**src/rtl/game_step_seq.sv**
```systemverilog
// Per-tick game step sequencer: paces link send, remote reception, move and collision
// stages, and tracks steps, points and the shrinking tick period.
module game_step_seq #(
  parameter int unsigned N_PLAYERS         = 2,
  parameter int unsigned TICK_CYCLES       = 7_500_000,
  parameter int unsigned MIN_TICK_CYCLES   = 1_875_000,
  parameter int unsigned SPEEDUP_STEP      = 375_000,
  parameter int unsigned SPEEDUP_EVERY     = 4,
  parameter int unsigned RX_TIMEOUT_CYCLES = 750_000
) (
  input  logic                 clk,
  input  logic                 rst,
  input  logic                 run,
  input  logic [N_PLAYERS-1:0] rcv_valid,
  input  logic                 move_done,
  input  logic                 coll_done,
  input  logic [N_PLAYERS-1:0] eaten,
  input  logic                 game_over,
  output logic                 send,
  output logic                 move_start,
  output logic                 coll_start,
  output logic                 step_done,
  output logic                 com_err,
  output logic [31:0]          tick_period,
  output logic [15:0]          step_cnt,
  output logic [15:0]          points
);

  typedef enum logic [3:0] {
    StIdle, StWaitTick, StSend, StWaitRx, StMove, StCollide, StUpdate, StHalt, StError
  } state_e;

  // Local player never reports over the link, so its mask bit is always considered present.
  localparam logic [N_PLAYERS-1:0] LocalBit = N_PLAYERS'(1);

  state_e               state_q;
  logic [31:0]          tick_cnt_q;
  logic [31:0]          to_cnt_q;
  logic                 tick_pend_q;
  logic                 over_q;
  logic [N_PLAYERS-1:0] rx_mask_q;

  logic        tick_hit;
  logic [3:0]  eat_cnt;
  logic [16:0] pts_sum;
  logic [15:0] pts_new;
  logic        speedup;
  logic [31:0] period_next;
  logic        stage_active;

  always_comb begin
    eat_cnt = '0;
    for (int i = 0; i < int'(N_PLAYERS); i++) begin
      eat_cnt = eat_cnt + 4'(eaten[i]);
    end
    tick_hit     = tick_cnt_q >= (tick_period - 32'd1);
    pts_sum      = {1'b0, points} + 17'(eat_cnt);
    pts_new      = pts_sum[16] ? 16'hffff : pts_sum[15:0];
    speedup      = (pts_new / 16'(SPEEDUP_EVERY)) > (points / 16'(SPEEDUP_EVERY));
    period_next  = (tick_period >= (MIN_TICK_CYCLES + SPEEDUP_STEP)) ?
                   (tick_period - SPEEDUP_STEP) : MIN_TICK_CYCLES;
    stage_active = (state_q == StSend) || (state_q == StWaitRx) || (state_q == StMove) ||
                   (state_q == StCollide) || (state_q == StUpdate);
  end

  always_ff @(posedge clk or posedge rst) begin
    if (rst) begin
      state_q     <= StIdle;
      tick_cnt_q  <= '0;
      to_cnt_q    <= '0;
      tick_pend_q <= 1'b0;
      over_q      <= 1'b0;
      rx_mask_q   <= '0;
      send        <= 1'b0;
      move_start  <= 1'b0;
      coll_start  <= 1'b0;
      step_done   <= 1'b0;
      com_err     <= 1'b0;
      tick_period <= TICK_CYCLES;
      step_cnt    <= '0;
      points      <= '0;
    end else begin
      send       <= 1'b0;
      move_start <= 1'b0;
      coll_start <= 1'b0;
      step_done  <= 1'b0;

      // The tick keeps running while stages execute; an overrun is remembered as pending.
      if (state_q == StWaitTick) begin
        tick_cnt_q <= tick_cnt_q + 32'd1;
      end else if (stage_active) begin
        if (tick_hit) begin
          tick_pend_q <= 1'b1;
          tick_cnt_q  <= '0;
        end else begin
          tick_cnt_q <= tick_cnt_q + 32'd1;
        end
      end

      if (!run) begin
        state_q <= StIdle;
      end else begin
        unique case (state_q)
          StIdle: begin
            step_cnt    <= '0;
            points      <= '0;
            com_err     <= 1'b0;
            tick_period <= TICK_CYCLES;
            tick_cnt_q  <= '0;
            tick_pend_q <= 1'b0;
            state_q     <= StWaitTick;
          end
          StWaitTick: begin
            if (tick_hit) begin
              tick_cnt_q <= '0;
              to_cnt_q   <= '0;
              send       <= 1'b1;
              state_q    <= StSend;
            end
          end
          StSend: begin
            rx_mask_q <= rcv_valid | LocalBit;
            to_cnt_q  <= to_cnt_q + 32'd1;
            if (N_PLAYERS == 1) begin
              move_start <= 1'b1;
              state_q    <= StMove;
            end else begin
              state_q <= StWaitRx;
            end
          end
          StWaitRx: begin
            rx_mask_q <= rx_mask_q | rcv_valid;
            to_cnt_q  <= to_cnt_q + 32'd1;
            if (&(rx_mask_q | rcv_valid)) begin
              move_start <= 1'b1;
              state_q    <= StMove;
            end else if (to_cnt_q == RX_TIMEOUT_CYCLES - 1) begin
              com_err <= 1'b1;
              state_q <= StError;
            end
          end
          StMove: begin
            if (move_done) begin
              coll_start <= 1'b1;
              state_q    <= StCollide;
            end
          end
          StCollide: begin
            // Counters commit on entry so they are already valid while step_done is high.
            if (coll_done) begin
              step_cnt  <= step_cnt + 16'd1;
              points    <= pts_new;
              over_q    <= game_over;
              step_done <= 1'b1;
              if (speedup) tick_period <= period_next;
              state_q   <= StUpdate;
            end
          end
          StUpdate: begin
            if (over_q) begin
              state_q <= StHalt;
            end else if (tick_pend_q || tick_hit) begin
              tick_pend_q <= 1'b0;
              tick_cnt_q  <= '0;
              to_cnt_q    <= '0;
              send        <= 1'b1;
              state_q     <= StSend;
            end else begin
              state_q <= StWaitTick;
            end
          end
          StHalt, StError: state_q <= state_q;
          default: state_q <= StIdle;
        endcase
      end
    end
  end

endmodule

```
**config.mk**
```make
export PLATFORM = sky130hd
export DESIGN_NAME = game_step_seq
export DESIGN_NICKNAME = d
export VERILOG_FILES = /design/src/rtl/game_step_seq.sv
export SDC_FILE = /design/constraint.sdc
export NUM_CORES = 1
export LEC_CHECK = 0
export ABC_CLOCK_PERIOD_IN_PS = 4400
export BUFFER_PORTS_ARGS = -buffer_cell sky130_fd_sc_hd__buf_4
export CAP_MARGIN = 20
export CORE_AREA = 2 2 134 136
export DETAILED_ROUTE_END_ITERATION = 16
export DIE_AREA = 0 0 136 138
export GPL_TIMING_DRIVEN = 0
export PLACE_DENSITY = 0.82
export SLEW_MARGIN = 25
export SYNTH_ARGS = -nofsm -noshare
export SYNTH_HDL_FRONTEND = slang
export SYNTH_SLANG_ARGS = --single-unit
```
**constraint.sdc**
```tcl
create_clock -name clk -period 4.4 [get_ports clk]
set_input_delay 0.44 -clock clk [delete_from_list [all_inputs] [get_ports clk]]
set_output_delay 0.44 -clock clk [all_outputs]
set_load 0.02 [all_outputs]
```
# Word-level counts from Yosys, hierarchy flattened
# Index checks and enable logic that the tools add are counted.
[op_classes]
n_reduce_logical = 20
n_eq_ne = 21
n_lt_le_gt_ge = 3
n_bitwise = 1
shifts = 0
muxes = 55
n_mul = 0
n_addsub = 7
div_mod_pow = 0
[op_table]
columns = ["operator", "count"]
rows = [
  ["two-way mux 32 bit", 13],
  ["case mux 32 bit (3 select lines)", 2],
  ["adder 32 x 1 -> 32 bit, second input constant", 2],
  ["case mux 16 bit (2 select lines)", 2],
  ["case mux 32 bit (2 select lines)", 1],
  ["two-way mux 16 bit", 3],
  ["equality test 32 x 20 -> 1 bit, second input constant", 1],
  ["greater-or-equal comparator 32 x 22 -> 1 bit, second input constant", 1],
  ["greater-or-equal comparator 32 bit", 1],
  ["case mux 4 bit (8 select lines)", 1],
  ["subtractor 32 x 1 -> 32 bit, second input constant", 1],
  ["subtractor 32 x 19 -> 32 bit, second input constant", 1],
  ["two-way mux 4 bit", 6],
  ["two-way mux 1 bit", 21],
  ["adder 16 x 2 -> 17 bit", 1],
  ["adder 16 x 1 -> 16 bit, second input constant", 1],
  ["equality test 4 x 3 -> 1 bit, second input constant", 4],
  ["greater-than comparator 14 bit", 1],
  ["inequality test 2 bit, second input constant", 6],
  ["AND reduction 5 bit", 2],
  ["inequality test 3 bit, second input constant", 3],
  ["equality test 4 x 2 -> 1 bit, second input constant", 2],
  ["AND reduction 4 bit", 2],
  ["case mux 1 bit (2 select lines)", 3],
  ["other kinds (16)", 26],
]
[totals]
latch_bits = 0
mem_bits_rw = 0
memories = 0
romBits = 0
input_bits = 10
register_bits = 141

# Longest topological paths before layout
[depth]
word_depth = 11
mapped_depth = 18

# Worst setup path after synthesis
# No wires, ideal clock.
[synth_path]
path_kind = "register to register"
startpoint = "reg tick_period[11]"
endpoint = "reg to_cnt_q[11]"
arrival_time_ps = 4095
period_less_slack_ps = 4173
slack_ps = 227
path_stages_with_launch = 17
path_cell_list = "dfrtp_1 > clkbuf_1 > or3_1 > nor3_1 > nand3_1 > nor3b_2 > nand2_1 > nor2_1 > xnor2_1 > ha_1 > nand4_1 > or4_4 > a21oi_4 > o211ai_2 > clkbuf_1 > or3_1 > a21oi_1"
[synth_between]
elab_chain_cells = 5
[synth_rtl]
columns = ["item", "line", "source"]
rows = [
  ["start, declared", "24", "output logic [31:0] tick_period,"],
  ["start signal, assigned", "155", "if (speedup) tick_period <= period_next;"],
  ["subtractor 32 x 1 -> 32 bit *", "56", "tick_hit = tick_cnt_q >= (tick_period - 32'd1);"],
  ["greater-or-equal comparator 32 bit *", "56", ""],
  ["logical OR 1 bit", "162", "end else if (tick_pend_q || tick_hit) begin"],
  ["inequality test 2 x 1 -> 1 bit (no line)", "--", ""],
  ["AND reduction 5 bit (no line) *", "--", ""],
  ["end signal, assigned", "123", "to_cnt_q <= to_cnt_q + 32'd1;"],
  ["end signal, assigned", "133", "to_cnt_q <= to_cnt_q + 32'd1;"],
  ["end, declared", "38", "logic [31:0] to_cnt_q;"],
]
# Mark *: on every way between the ends. The rest lies on a longest branch, timed or not.
# A chain may end at the register's enable or synchronous reset.

# Worst setup path in the final report
# Ends and elaborated chain as after synthesis.

==> impl_table.tex <==
\begin{tabular}{lr}
\hline
Metric & Value \\
\hline
\multicolumn{2}{l}{\textbf{CTS}} \\
Total clock buffers created by CTS & 17 \\
Number of buffers between clock root and the deepest sink & 2 \\
\# hold bufs at CTS & 0 \\
CTS tree & done \\
Clock slew at the register clock pins of the worst setup and hold paths & approximately 60 ps \\
CTS root buffer & sky130\_fd\_sc\_hd\_\_clkbuf\_16 \\
H-tree lvl count & 4 \\
CTS Sinks & 138 \\
Clock latency on the worst-skew pair & 430 ps \\
\multicolumn{2}{l}{\textbf{GRT}} \\
Total global routing overflow & 0 \\
Maximum number of pins on one net before global-route repair & 91 \\
All-layer global routing usage & 27.4\% \\
GR Layer Usage met2 & between 40\% and 50\% \\
First-pass GRT wire length & between 40000 and 50000 um \\
Met1 Usage GRT & 37.9\% \\
Vias in the first global route & about 8600 \\
Antenna violations before repair & 0 \\
Most used routing layer in global routing & met2 \\
Met3 capacity usage during global routing & 5.24\% \\
\multicolumn{2}{l}{\textbf{Setup path}} \\
Launching instance or port of the critical path & tick\_period[11] \\
Kind of launch point of the worst setup path & flop \\
CP endpoint kind & flop \\
Largest delay share family, worst path & simple AND/OR/NAND/NOR gates \\
Setup slack, reg-to-reg & 120 ps \\
Worst flop-to-flop path endpoint & to\_cnt\_q[11] \\
Crit path required time & 4750 ps \\
Timing endpoint of the critical path & to\_cnt\_q[11] \\
Crit path depth & 15 \\
Data arrival at the endpoint of the critical path & 4630 ps \\
Cell-by-cell listing of the critical path & or3\_4 > nor3\_4 > nand3\_2 > nor3b\_4 > nand2\_1 > nor2\_1 > xnor2\_1 > ha\_1 > nand4\_1 > or4\_4 > a21oi\_4 > o211ai\_2 > clkbuf\_4 > or3\_1 > a21oi\_1 \\
Critical path start-end classification & flop to flop \\
Source of the worst register-to-register timing path & tick\_period[11] \\
Slowest library cell on the worst path & sky130\_fd\_sc\_hd\_\_or4\_4 \\
Count of cells along the worst register-to-register path & 15 \\
Critical-path maximum fanout & 10 \\
Slowest Stage Delay on Critical Path & 630 ps \\
Buffers plus inverters on the worst setup path & 1 \\
\multicolumn{2}{l}{\textbf{Yosys}} \\
Yosys top cell by area & sky130\_fd\_sc\_hd\_\_dfrtp\_1 \\
Yosys reg bits & 138 \\
Post-synthesis instance area & about 9300 sq um \\
Count of flip-flops with a built-in enable after synthesis & 0 \\
Number of distinct library cells after synthesis & 81 \\
Ranking of synthesized cells by instance count & sky130\_fd\_sc\_hd\_\_dfrtp\_1, sky130\_fd\_sc\_hd\_\_nand2\_1, sky130\_fd\_sc\_hd\_\_o21ai\_0 \\
Share of synthesized area occupied by flip-flops and latches & 37.2\% \\
Largest cells by area after synthesis & sky130\_fd\_sc\_hd\_\_dfrtp\_1, sky130\_fd\_sc\_hd\_\_ha\_1, sky130\_fd\_sc\_hd\_\_nand2\_1 \\
Share of flip-flops with an asynchronous set or reset after synthesis & 100\% \\
Mapped Cells & about 1100 \\
Avg Inst Size Synth & 8.36 sq um \\
Most used flip-flop cell after synthesis & sky130\_fd\_sc\_hd\_\_dfrtp\_1 \\
Fraction of synthesized cell area taken by the top area cell type & between 30 and 40\% \\
Synth warnings & 0 \\
\multicolumn{2}{l}{\textbf{Place}} \\
Placed wire-length estimate after detailed placement & 17700 um \\
Placed Instances & 1420 \\
Global placement routability congestion & between 0.9 and 1 \\
Count of buffers from port buffering & 75 \\
\multicolumn{2}{l}{\textbf{STA}} \\
Final worst path period share & 97.3\% \\
Worst Hold Margin & 6.86 ps \\
Setup Total Neg Slack & 0 ps \\
Setup repair after global routing missed its margin & true \\
Clock period minus worst slack & approximately 4300 ps \\
Max Transition Viols Final & 0 \\
Final hold violation count & 0 \\
Worst-Margin Slew & 739 ps \\
Total of endpoints with negative setup slack in the final report & 0 \\
Max Freq & 0.234 GHz \\
Skew final & roughly 11 ps \\
Relative slew slack & roughly 50\% \\
\multicolumn{2}{l}{\textbf{Die}} \\
Floorplan row count & 49 \\
Number of primary I/O pins & 79 \\
Die area & around 19000 sq um \\
Core Box Area & around 18000 sq um \\
Starting density of the core & 53.1\% \\
Chip height & around 140 um \\
Die width & 136 um \\
\multicolumn{2}{l}{\textbf{Cells and area}} \\
Count of antenna diodes in the layout & 0 \\
Number of filler instances in the final layout & 1497 \\
Final net count & 1275 \\
Footprint of the multi-input gates & 5530 sq um \\
Share of cells above drive strength 1 & 17.2\% \\
Count of non-filler cells in the finished layout & 1461 \\
Syn-to-layout area delta & 18.3\% \\
Register area & 3470 sq um \\
\multicolumn{2}{l}{\textbf{Drt}} \\
WL per Instance & 17.4 um \\
Post-detailed-route count of antenna-violating nets & 0 \\
Total via count in the routed design & 9192 \\
Count of TritonRoute iterations in the first routing pass & 6 \\
1st-iter DRT viols & 1033 \\
Vias per cell & about 6.3 \\
Residual DRC & 0 \\
Total wire length & 25400 um \\
\multicolumn{2}{l}{\textbf{Job}} \\
Max-capacitance violation count & 0 \\
\multicolumn{2}{l}{\textbf{Run status}} \\
Run status & finished, final reports clean \\
\multicolumn{2}{l}{\textbf{Power}} \\
Share of total power in the clock network & between 30\% and 40\% \\
Peak supply drop & 0.358 mV \\
Switch share & between 30\% and 40\% \\
Combinational power share & 32.0\% \\
P\_leak & 4.79 nW \\
Cell-internal power & 2.77 mW \\
Switch Pwr & 1.69 mW \\
Part of the total power dissipated in sequential elements & 35.1\% \\
PwrDens & 405 nW/um\^{}2 \\
\multicolumn{2}{l}{\textbf{Worst hold path}} \\
Class of the tightest hold or removal check & primary input to async pin \\
\hline
\end{tabular}
-- power groups by stage --
stage                     Clock, mW  Combinational [mW]  Sequential [mW]
after floorplan                   0               0.908             1.58
after global placement            0                1.33             1.54
after detailed placement          0                1.36             1.54
after CTS                      1.48                1.36             1.55
after global routing           1.54                1.56             1.58
final                          1.47                1.43             1.57
-- area by class of cell --
cell class | count | share of cell area, %
clock inverter | 14 | 1.48
timing repair buffer | 91 | 6.39
clock buffer | 18 | 3.99
buffer | 55 | 2.40
multi-input combinational | 876 | 50.2
inverter | 40 | 1.43
tap | 229 | 2.60
sequential | 138 | 31.5
-- worst min-delay path by stage --
stage                      start               to  slack (ps)  cells past startpoint
finish                       rst   tick_cnt_q[19]           7                      2
global route                 rst   tick_cnt_q[19]          40                      2
CTS                          rst  tick_period[28]          20                      2
detailed placement           rst   tick_cnt_q[13]         470                      2
global placement    rx_mask_q[0]     rx_mask_q[0]         450                      1
floorplan           rx_mask_q[0]     rx_mask_q[0]         440                      1
-- what timing repair did --
item	CTS	global route
pin swaps	3	5
setup buffers	8	7
setup endpoints to repair	71	93
cloned	0	0
resized for setup	11	22
-- cell families (layout without fill, tap and decap cells) --
| kind of cell | Yosys count | after routing | synth area share [%] |
|---|---|---|---|
| other cells | 1 | 3 | 0.0403 |
| fa+ha+maj | 46 | 46 | 6.27 |
| xor+xnor | 45 | 45 | 4.24 |
| mux | 1 | 1 | 0.121 |
| compound gates | 341 | 341 | 23.7 |
| flops | 138 | 138 | 37.2 |
| simple gates | 440 | 440 | 23.8 |
| buf+inv | 101 | 218 | 4.56 |
-- worst reg2reg max path, stage by stage (launching register included) --
cell                       delay [ps]
sky130_fd_sc_hd__dfrtp_2          480
sky130_fd_sc_hd__or3_4            450
sky130_fd_sc_hd__nor3_4           180
sky130_fd_sc_hd__nand3_2          150
sky130_fd_sc_hd__nor3b_4          260
sky130_fd_sc_hd__nand2_1          150
sky130_fd_sc_hd__nor2_1           140
sky130_fd_sc_hd__xnor2_1           80
sky130_fd_sc_hd__ha_1             290
sky130_fd_sc_hd__nand4_1          200
sky130_fd_sc_hd__or4_4            630
sky130_fd_sc_hd__a21oi_4          210
sky130_fd_sc_hd__o211ai_2         210
sky130_fd_sc_hd__clkbuf_4         240
sky130_fd_sc_hd__or3_1            350
sky130_fd_sc_hd__a21oi_1          170
-- state kept, by name, indices dropped and copies added, names as in the netlist --
| register | flops |
|---|---|
| coll_start | 1 |
| send | 1 |
| over_q | 1 |
| tick_cnt_q | 32 |
| move_start | 1 |
| com_err | 1 |
| step_done | 1 |
| points | 16 |
| step_cnt | 16 |
| state_q | 4 |
| tick_period | 29 |
| tick_pend_q | 1 |
| rx_mask_q | 2 |
| to_cnt_q | 32 |
-- stage by stage --
step | util [%] | area (sq um) | power, mW | worst slack (ps)
finish | 62.8 | 11000 | 4.46 | 119
global route | 62.8 | 11000 | 4.68 | -42.3
CTS | 62.2 | 10900 | 4.39 | 6.34
detailed placement | 58.2 | 10200 | 2.90 | -574
global placement | 58.0 | 10200 | 2.86 | -1460
floorplan | - | 9310 | 2.49 | 227
-- routing by layer --
layer | routed length (um) | share of wire [%]
met5 | 0 | 0
met4 | 682 | 2.7
met3 | 1850 | 7.3
met2 | 11800 | 46
met1 | 11100 | 44
-- cells in the final DEF (no fill, tap or decap), types with 5 or more instances in the layout --
master and n:
sky130_fd_sc_hd__nor4_1 17, sky130_fd_sc_hd__dfstp_2 10, sky130_fd_sc_hd__xor2_1 19, sky130_fd_sc_hd__nor3_1 36
sky130_fd_sc_hd__buf_4 95, sky130_fd_sc_hd__clkbuf_16 17, sky130_fd_sc_hd__a31oi_1 49, sky130_fd_sc_hd__o21ai_0 87
sky130_fd_sc_hd__xnor2_1 26, sky130_fd_sc_hd__clkbuf_1 30, sky130_fd_sc_hd__and4_1 7, sky130_fd_sc_hd__a211oi_1 5
sky130_fd_sc_hd__o22ai_1 7, sky130_fd_sc_hd__o31ai_1 28, sky130_fd_sc_hd__buf_2 13, sky130_fd_sc_hd__nand4_1 22
sky130_fd_sc_hd__a41oi_1 12, sky130_fd_sc_hd__ha_1 45, sky130_fd_sc_hd__nand3_1 42, sky130_fd_sc_hd__and3_1 23
sky130_fd_sc_hd__nand2b_1 6, sky130_fd_sc_hd__o22a_1 5, sky130_fd_sc_hd__a21o_1 8, sky130_fd_sc_hd__dfrtp_1 126
sky130_fd_sc_hd__or3_1 25, sky130_fd_sc_hd__or2_2 8, sky130_fd_sc_hd__a31o_2 7, sky130_fd_sc_hd__a21oi_1 85
sky130_fd_sc_hd__inv_1 38, sky130_fd_sc_hd__nand2_1 127, sky130_fd_sc_hd__or4_1 8, sky130_fd_sc_hd__and2_1 5
sky130_fd_sc_hd__nor2_1 81
(Power assumes the default switching activity.)
